===== config.mk =====
export PLATFORM = sky130hd
export DESIGN_NAME = clint_rtc_gen
export DESIGN_NICKNAME = d
export VERILOG_FILES = /design/src/rtl/clint_rtc_pkg.sv /design/src/rtl/clint_rtc_gen.sv
export SDC_FILE = /design/constraint.sdc
export NUM_CORES = 1
export LEC_CHECK = 0
export ABC_AREA = 1
export BUFFER_PORTS_ARGS = -buffer_cell sky130_fd_sc_hd__buf_4
export CORE_MARGIN = 4
export CORE_UTILIZATION = 35
export DETAILED_ROUTE_END_ITERATION = 10
export GPL_TIMING_DRIVEN = 0
export PLACE_DENSITY = 0.57
export SLEW_MARGIN = 25
export SYNTH_ARGS = -nofsm -noshare
export SYNTH_HDL_FRONTEND = slang
export SYNTH_SLANG_ARGS = --single-unit

===== constraint.sdc =====
create_clock -name aclk -period 2.6 [get_ports aclk]
set_input_delay 0.52 -clock aclk [delete_from_list [all_inputs] [get_ports aclk]]
set_output_delay 0.52 -clock aclk [all_outputs]
set_load 0.02 [all_outputs]

===== src/rtl/clint_rtc_pkg.sv =====
// ---------------------------------------------------------------------------
// clint_rtc_pkg
// Shared helpers for the CLINT RTC generator: derivation of the phase
// increment from clock/RTC frequencies and the largest legal increment.
// Also used by the testbench as the reference for the default increment.
// ---------------------------------------------------------------------------
`timescale 1ns/1ps
package clint_rtc_pkg;

    // floor(2 * rtc_hz * 2^acc_w / clk_hz). The factor of two is because one
    // accumulator wrap produces one rtc_o edge, i.e. half an RTC period.
    function automatic logic [127:0] calc_rtc_inc(input logic [127:0] clk_hz,
                                                  input logic [127:0] rtc_hz,
                                                  input int           acc_w);
        logic [127:0] num;
        num = (rtc_hz << 1) << acc_w;
        return num / clk_hz;
    endfunction

    // Largest increment that still keeps every rtc_o level >= 2 aclk cycles.
    function automatic logic [127:0] RTC_INC_MAX(input int acc_w);
        return 128'(1) << (acc_w - 1);
    endfunction

endpackage


===== src/rtl/clint_rtc_gen.sv =====
// ---------------------------------------------------------------------------
// clint_rtc_gen
// Phase-accumulator NCO producing the RTC square wave for the CLINT rtc input.
// Each accumulator carry toggles rtc_o; rising edges are flagged and counted.
//
// Ports
//   aclk        clock
//   aresetn     asynchronous active-low reset
//   en_i        generator enable (low: phase and rtc_o cleared, count held)
//   halt_i      debug freeze, holds all state; wins over en_i
//   inc_load_i  load inc_i (saturated) into the increment register
//   inc_i       new increment value
//   inc_o       current increment register
//   rtc_o       RTC square wave
//   rtc_rise_o  one-cycle pulse on the cycle rtc_o goes 0->1
//   rtc_cnt_o   number of rtc_o rising edges since reset (wraps)
// ---------------------------------------------------------------------------
`timescale 1ns/1ps
module clint_rtc_gen
    import clint_rtc_pkg::*;
#(
    parameter int CLK_FREQ_HZ = 50000000,
    parameter int RTC_FREQ_HZ = 1000000,
    parameter int ACC_WIDTH   = 32,
    parameter int CNT_WIDTH   = 64
) (
    input  logic                 aclk,
    input  logic                 aresetn,
    input  logic                 en_i,
    input  logic                 halt_i,
    input  logic                 inc_load_i,
    input  logic [ACC_WIDTH-1:0] inc_i,
    output logic [ACC_WIDTH-1:0] inc_o,
    output logic                 rtc_o,
    output logic                 rtc_rise_o,
    output logic [CNT_WIDTH-1:0] rtc_cnt_o
);

    localparam logic [127:0] INC_DEFAULT_W =
        calc_rtc_inc(128'(CLK_FREQ_HZ), 128'(RTC_FREQ_HZ), ACC_WIDTH);
    localparam logic [127:0] INC_MAX_W = RTC_INC_MAX(ACC_WIDTH);

    localparam logic [ACC_WIDTH-1:0] INC_DEFAULT = INC_DEFAULT_W[ACC_WIDTH-1:0];
    localparam logic [ACC_WIDTH-1:0] INC_MAX     = INC_MAX_W[ACC_WIDTH-1:0];

    // A zero increment never ticks; one above half-scale would allow
    // single-cycle rtc_o levels that the CLINT synchroniser can miss.
    if (INC_DEFAULT_W == 128'd0 || INC_DEFAULT_W > INC_MAX_W) begin : g_inc_range
        $error("clint_rtc_gen: default increment %0d outside 1..%0d",
               INC_DEFAULT_W, INC_MAX_W);
    end

    function automatic logic [ACC_WIDTH-1:0] sat_inc(input logic [ACC_WIDTH-1:0] v);
        return (v > INC_MAX) ? INC_MAX : v;
    endfunction

    logic [ACC_WIDTH-1:0] acc_p1;
    logic [ACC_WIDTH-1:0] inc_p1;
    logic [ACC_WIDTH:0]   sum_p0;

    // ---- stage 0: phase add, MSB is the carry that toggles rtc_o ----
    assign sum_p0 = {1'b0, acc_p1} + {1'b0, inc_p1};

    // ---- stage 1: registered phase, wave, edge pulse and counter ----
    always_ff @(posedge aclk or negedge aresetn) begin
        if (!aresetn) begin
            inc_p1     <= INC_DEFAULT;
            acc_p1     <= '0;
            rtc_o      <= 1'b0;
            rtc_rise_o <= 1'b0;
            rtc_cnt_o  <= '0;
        end else begin
            // The add above already uses the old increment in a load cycle.
            if (inc_load_i) begin
                inc_p1 <= sat_inc(inc_i);
            end

            if (halt_i) begin
                rtc_rise_o <= 1'b0;
            end else if (!en_i) begin
                acc_p1     <= '0;
                rtc_o      <= 1'b0;
                rtc_rise_o <= 1'b0;
            end else begin
                acc_p1     <= sum_p0[ACC_WIDTH-1:0];
                rtc_rise_o <= sum_p0[ACC_WIDTH] & ~rtc_o;
                if (sum_p0[ACC_WIDTH]) begin
                    rtc_o <= ~rtc_o;
                    if (!rtc_o) begin
                        rtc_cnt_o <= rtc_cnt_o + CNT_WIDTH'(1);
                    end
                end
            end
        end
    end

    assign inc_o = inc_p1;

endmodule

==> results of run 1 <==
[power breakdown]
group	internal [W]	switching [W]	total (W)
clock network	0.00127	0.000974	0.00224
registers	0.00218	0.000140	0.00232
logic	0.000446	0.000767	0.00121
[cells in the final DEF (no fill, tap or decap), drive strengths merged, types with 4 or more instances in the layout]
cell	netlist	final
nand2	706	706
nor2	163	163
inv	153	154
buf	18	149
dfrtp	116	116
nand3	90	90
o21ai	40	40
clkbuf	12	36
xnor2	34	34
ha	33	33
a21oi	28	28
dfstp	14	14
nor3	13	13
xor2	13	13
nand4	11	11
nor4	8	8
clkinvlp	0	7
clkinv	0	4
[state kept, by name, indices dropped and copies added, names as in the netlist]
name / flops
rtc_rise_o: 1
inc_o: 32
rtc_o: 1
acc_p1: 32
rtc_cnt_o: 64
[kinds of logic (layout without fill, tap and decap cells)]
| kind of cell | after synthesis | count (layout) | share of synthesized area [%] |
|---|---|---|---|
| compound gates | 77 | 77 | 4.46 |
| xor+xnor | 47 | 47 | 4.45 |
| fa+ha+maj | 34 | 34 | 4.68 |
| buf+inv | 183 | 351 | 8.10 |
| flops | 130 | 130 | 35.3 |
| simple gates | 1000 | 1000 | 43.0 |
[routing by layer]
layer | vias up | wire length (µm)
li1 | 4864 | -
met1 | 4275 | 14800
met2 | 263 | 14000
met3 | 49 | 1650
met4 | 0 | 849
met5 | - | 0
[what timing repair did]
item,in CTS,in global routing
hold endpoints to repair,8,0
pin swaps,0,1
endpoints found under the setup margin,58,66
hold buffers,1,0
gates cloned,0,0
resized for setup,2,13
setup buffers,0,1
[per-stage QoR]
stage               std cells  power (W)  instance area [µm²]  TNS [ps]  hold slack, ps
floorplan                1471    0.00311                 9260         0             224
global placement         1939    0.00354                10700     -32.6             466
detailed placement       1940    0.00355                10700      -306             433
CTS                      1973    0.00583                11300         0             308
global route             1974    0.00609                11300         0             322
finish                   1974    0.00578                11300         0             321
[final timing paths]
path                                       to  startpoint
worst max-delay path            rtc_cnt_o[57]   acc_p1[0]
worst min-delay path                inc_o[14]   inc_i[14]
worst max register to register  rtc_cnt_o[57]   acc_p1[0]
worst min register to register      inc_o[21]   inc_o[21]
max in group asynchronous       rtc_cnt_o[39]     aresetn
min in group asynchronous           inc_o[15]     aresetn
[critical path, cell delays in order (launching register included)]
cell and delay, ps:
dfrtp_1 400, ha_4 190, fa_2 430, nand3_1 100
nand3_2 110, nand2_1 80, nand2_1 110, nand2_1 90
nand2_2 90, nand2_1 120, nand2_2 100, nand2_8 140
inv_8 70, buf_6 150, nand2_1 60, nand2_1 50
[area by class of cell]
type / count / area share [%]
multi-input cells: 1158 / 46.6
flip-flops and latches: 130 / 28.9
repair buffers: 136 / 9.28
clock inverters: 12 / 0.752
clock buffers: 20 / 4.03
well taps: 335 / 3.70
inverters: 153 / 5.14
plain buffers: 30 / 1.64
==> metrics.csv, run 1 <==
stage,metric,value,unit
logic_synthesis,most common cell in the synthesized netlist,nand2_1,
route,Detailed Route Iter0 Violations,681,
global_routing,largest net degree at the start of global routing,88,
logic_synthesis,synth warn,0,
setup_path,startpoint types,register,
clock_tree,clk sinks,130,
timing,final setup fails,0,
die,Rows,59,
final_layout,Storage cell area,3270,µm²
pwr,Static Leak,5.97,nW
setup_path,worst-path fanout max,10,
timing,Fmax achieved,413,MHz
logic_synthesis,post-synth top area share,31.4,%
final_layout,Layout fillers,2816,
setup_path,Critical Path AT,2730,ps
timing,setup ws final,181,ps
clock_tree,clk_lat worst skew,430,ps
route,DRC viols,0,
global_routing,met1 Usage GRT,30.5,%
timing,RSZ-0062 raised after global routing,no,
global_routing,met3 Use GR,3.47,%
status,status,finished clean,
route,Vias per Instance,4.79,
place,pre-CTS WS,-26.6,ps
logic_synthesis,syn nets,1542,
logic_synthesis,mean post-synth cell area,6.29,µm²
die,die height,171,µm
timing,Final Skew,10.2,ps
pwr,Max VDD drop,0.000382,V
global_routing,Total GRT Usage,21.8,%
clock_tree,CTS tree,built,
clock_tree,clock tree buffer depth,2,
logic_synthesis,Seq cells post-synth,130,
run,max cap viols,0,
die,Initial Util,35.5,%
die,Ports,135,
route,routed vias,9451,
logic_synthesis,register area share after synthesis,35.3,%
clock_tree,clock root buffer,clkbuf_16,
global_routing,GRT Max-Usage Layer,met2,
route,DR WL/cell,15.9,µm
timing,Fin. Hold Viols,0,
logic_synthesis,Synth top cells by count,"702 x nand2_1, 160 x nor2_1, 152 x inv_1",
final_layout,share of cells above drive strength 1,12.8,%
die,Die ar.,29100,µm²
global_routing,antenna violations before repair,0,
final_layout,Syn-to-layout area delta,22.3,%
logic_synthesis,Post-Syn Area,9260,µm²
timing,max-slew violation count,0,
die,Die X,171,µm
route,total wire length,31.3,mm
final_layout,n_diodes,0,
logic_synthesis,post-synth cell types,35,
final_layout,net count reported at finish,1697,
setup_path,Crit Path Class,reg -> reg,
route,Antenna Nets Post-Route,0,
clock_tree,cts bufs inserted,17,
global_routing,first-pass GRT wire length,49.8,mm
global_routing,gr ovfl total,0,
global_routing,GR Util met2,34.5,%
min_path,Hold WC Path Type,in -> reg,
logic_synthesis,async set or reset register ratio after synthesis,100,%
setup_path,R2R setup slack,180,ps
clock_tree,clk slew on worst S/H paths,60,ps
place,Final HPWL DP,25.2,mm
global_routing,number of global-route vias before repair,9160,
logic_synthesis,synth top area cells,"dfrtp_1 31%, nand2_1 28%, nor2_1 6.5%",
place,gpl congestion,0.944,
logic_synthesis,cell taking the most area after synthesis,dfrtp_1,
clock_tree,H-tree depth,4,
timing,clock period minus worst slack,2420,ps
min_path,WHS Path Cells,3,
place,Port Buffer Count,133,
pwr,PD cells,510,nW/µm²
route,DR pass1 iterations,5,
logic_synthesis,"EDFF count, synth",0,
timing,Slew @ Worst Pin,831,ps
die,Core Area,26100,µm²
logic_synthesis,Cells after Synth,1471,
setup_path,Crit. End Element,register,
logic_synthesis,"Top FF cell, synth",dfrtp_1,
setup_path,Worst Reg-to-Reg Cells,15,
timing,Final period util,93.1,%
final_layout,final core occ,43.4,%
final_layout,multi-input logic area,5270,µm²
setup_path,WP data required,2910,ps
timing,slew margin rel.,44.1,%
No activity file was read; power rests on OpenSTA's default activity.
==> run 2: changes to the inputs <==
Clock period 2.6 ns to 2.55 ns, I/O delays scaled along.
==> metrics.csv, run 2 (synthesized netlist as in run 1, its figures left out) <==
stage,metric,value,unit,change
timing,Slew @ Worst Pin,823,ps,-8.85 ps
final_layout,design area,11300,µm²,+0.15%
final_layout,"commonest cells after routing, fill and taps aside","701 x nand2_1, 159 x nor2_1, 152 x inv_1, 139 x buf_4, 116 x dfrtp_1",,
setup_path,slowest stage cell on the critical path,dfrtp_1,,
status,status,finished clean,,
timing,RSZ-0062 raised after global routing,no,,
setup_path,Crit. End Element,register,,
place,gpl congestion,0.944,,unchanged
global_routing,gr ovfl total,0,,unchanged
run,max cap viols,0,,unchanged
place,Port Buffer Count,133,,unchanged
route,Vias per Instance,4.79,,about the same
final_layout,Layout fillers,2815,,-0.036%
clock_tree,clk sinks,130,,unchanged
global_routing,number of global-route vias before repair,9169,,+0.098%
final_layout,n_diodes,0,,unchanged
place,dpl cell area,10700,µm²,unchanged
timing,final setup fails,0,,unchanged
pwr,Gate power share,21.0,%,about the same
final_layout,multi-input logic area,5280,µm²,+0.12%
place,Final HPWL DP,25.2,mm,unchanged
min_path,WHS Path Cells,3,,unchanged
clock_tree,CTS tree,built,,
setup_path,Worst Reg-to-Reg Cells,15,,unchanged
timing,max-slew violation count,0,,unchanged
route,total wire length,31.4,mm,+0.37%
min_path,Hold WC Path Type,in -> reg,,
global_routing,first-pass GRT wire length,49.8,mm,about the same
pwr,Max VDD drop,0.000389,V,+1.7%
global_routing,antenna violations before repair,0,,unchanged
global_routing,largest net degree at the start of global routing,88,,unchanged
setup_path,startpoint types,register,,
die,Die X,171,µm,unchanged
clock_tree,clk_lat worst skew,430,ps,about the same
die,Core Area,26100,µm²,unchanged
setup_path,Worst path max stage delay,410,ps,-20 ps
clock_tree,clock root buffer,clkbuf_16,,
setup_path,WP data required,2860,ps,-50 ps
final_layout,Reg with most FFs,rtc_cnt_o,,
die,Rows,59,,unchanged
clock_tree,clock tree buffer depth,2,,unchanged
pwr,PD cells,519,nW/µm²,+1.8%
route,Antenna Nets Post-Route,0,,unchanged
setup_path,CP cell instances,ha_4 > fa_2 > nand3_1 > nand3_2 > nand2_1 > nand2_1 > nand2_1 > nand2_2 > nand2_2 > nand2_2 > nand2_8 > clkinv_8 > buf_6 > nand2_1 > nand2_1,,
die,die height,171,µm,unchanged
setup_path,Critical Path AT,2680,ps,-50 ps
timing,setup TNS,0,ps,unchanged
die,Die ar.,29100,µm²,unchanged
global_routing,Total GRT Usage,21.8,%,about the same
final_layout,"commonest non-fill, non-tap cell in the layout",nand2_1,,
pwr,Static Leak,5.98,nW,about the same
clock_tree,cts bufs inserted,17,,unchanged
die,Initial Util,35.5,%,unchanged
pwr,Sw Pwr,0.00192,W,+1.9%
final_layout,share of cells above drive strength 1,12.9,%,+0.12 points
final_layout,Syn-to-layout area delta,22.5,%,
pwr,Clock power frac,38.7,%,about the same
route,Detailed Route Iter0 Violations,684,,+0.44%
final_layout,Largest register FFs,64,,unchanged
die,Ports,135,,unchanged
route,DR pass1 iterations,5,,unchanged
setup_path,Crit Path Class,reg -> reg,,
pwr,sequential share of power,40.2,%,about the same
timing,Final Skew,10.3,ps,+0.119 ps
final_layout,net count reported at finish,1697,,unchanged
timing,clock period minus worst slack,2370,ps,-49.9 ps
setup_path,worst-path fanout max,10,,unchanged
timing,WHS,312,ps,-8.84 ps
clock_tree,clk slew on worst S/H paths,60,ps,about the same
timing,Fmax achieved,422,MHz,+2.1%
pwr,Sw Share,32.5,%,about the same
timing,Fin. Hold Viols,0,,unchanged
pwr,total power,0.00589,W,+2.0%
route,DR WL/cell,15.9,µm,+0.37%
route,DRC viols,0,,unchanged
route,routed vias,9452,,+0.011%
pwr,Int Pwr,0.00397,W,+2.0%
setup_path,Worst path most repeated cell,nand2_1,,
timing,slew margin rel.,44.7,%,+0.60 points
clock_tree,H-tree depth,4,,unchanged
final_layout,Storage cell area,3270,µm²,unchanged
timing,Final period util,92.9,%,-0.13 points
run 2: changes by cell type in the layout (fill, tap and decap cells not counted), sizes merged:
cell and delta:
clkinv +1, inv -1, clkbuf -3, buf +3
run 2: critical path: cells and delay by family, from the launching register on:
kind,cells,cell delay (ps)
adders and majority gates,2,570
buffers and inverters,2,260
DFF,1,410
and+or+nand+nor,11,1000
run 2: what timing repair did:
item                                    in CTS  in global routing
pin swaps                                    1                  1
setup buffers                                0                  1
endpoints found under the hold margin       33                  0
gates resized for setup                      3                 21
endpoints found under the setup margin      60                 66
hold buffers                                 1                  0
run 2: power by group through the flow:
stage	Sequential [W]	Clock [W]	Combinational [W]
after floorplan	0.00244	0	0.000727
after global placement	0.00240	0	0.00121
after detailed placement	0.00240	0	0.00122
after CTS	0.00237	0.00234	0.00123
after global routing	0.00239	0.00242	0.00141
final	0.00237	0.00228	0.00124
run 2: worst paths after layout:
kind | from | end | slack, ps
setup / recovery | acc_p1[0] | rtc_cnt_o[53] | 180
min in group asynchronous | aresetn | inc_o[15] | 560
hold / removal | inc_i[14] | inc_o[14] | 310
setup reg to reg | acc_p1[0] | rtc_cnt_o[53] | 180
hold reg to reg | inc_o[21] | inc_o[21] | 480
max in group asynchronous | aresetn | rtc_cnt_o[41] | 1220
run 2: through the flow:
step                worst slack, ps  std cells  utilization, %
floorplan                       427       1471               -
global placement              -57.7       1939            41.0
detailed placement            -76.6       1940            41.1
CTS                            13.7       1973            43.2
global route                   9.55       1974            43.5
finish                          180       1974            43.5
run 2: cell type report:
cell class / instances / area share [%]
well taps: 335 / 3.70
inverters: 153 / 5.18
flip-flops and latches: 130 / 28.8
plain buffers: 30 / 1.69
repair buffers: 136 / 9.27
clock inverters: 12 / 0.750
clock buffers: 20 / 4.03
multi-input cells: 1158 / 46.5
run 2: routing by layer:
metal | vias up | share of wire [%] | global-route usage [%]
li1 | 4865 | - | -
met1 | 4295 | 47 | 30.5
met4 | 0 | 2.6 | 7.05
met3 | 44 | 5.2 | 3.47
met2 | 248 | 45 | 34.6
met5 | - | 0 | 0
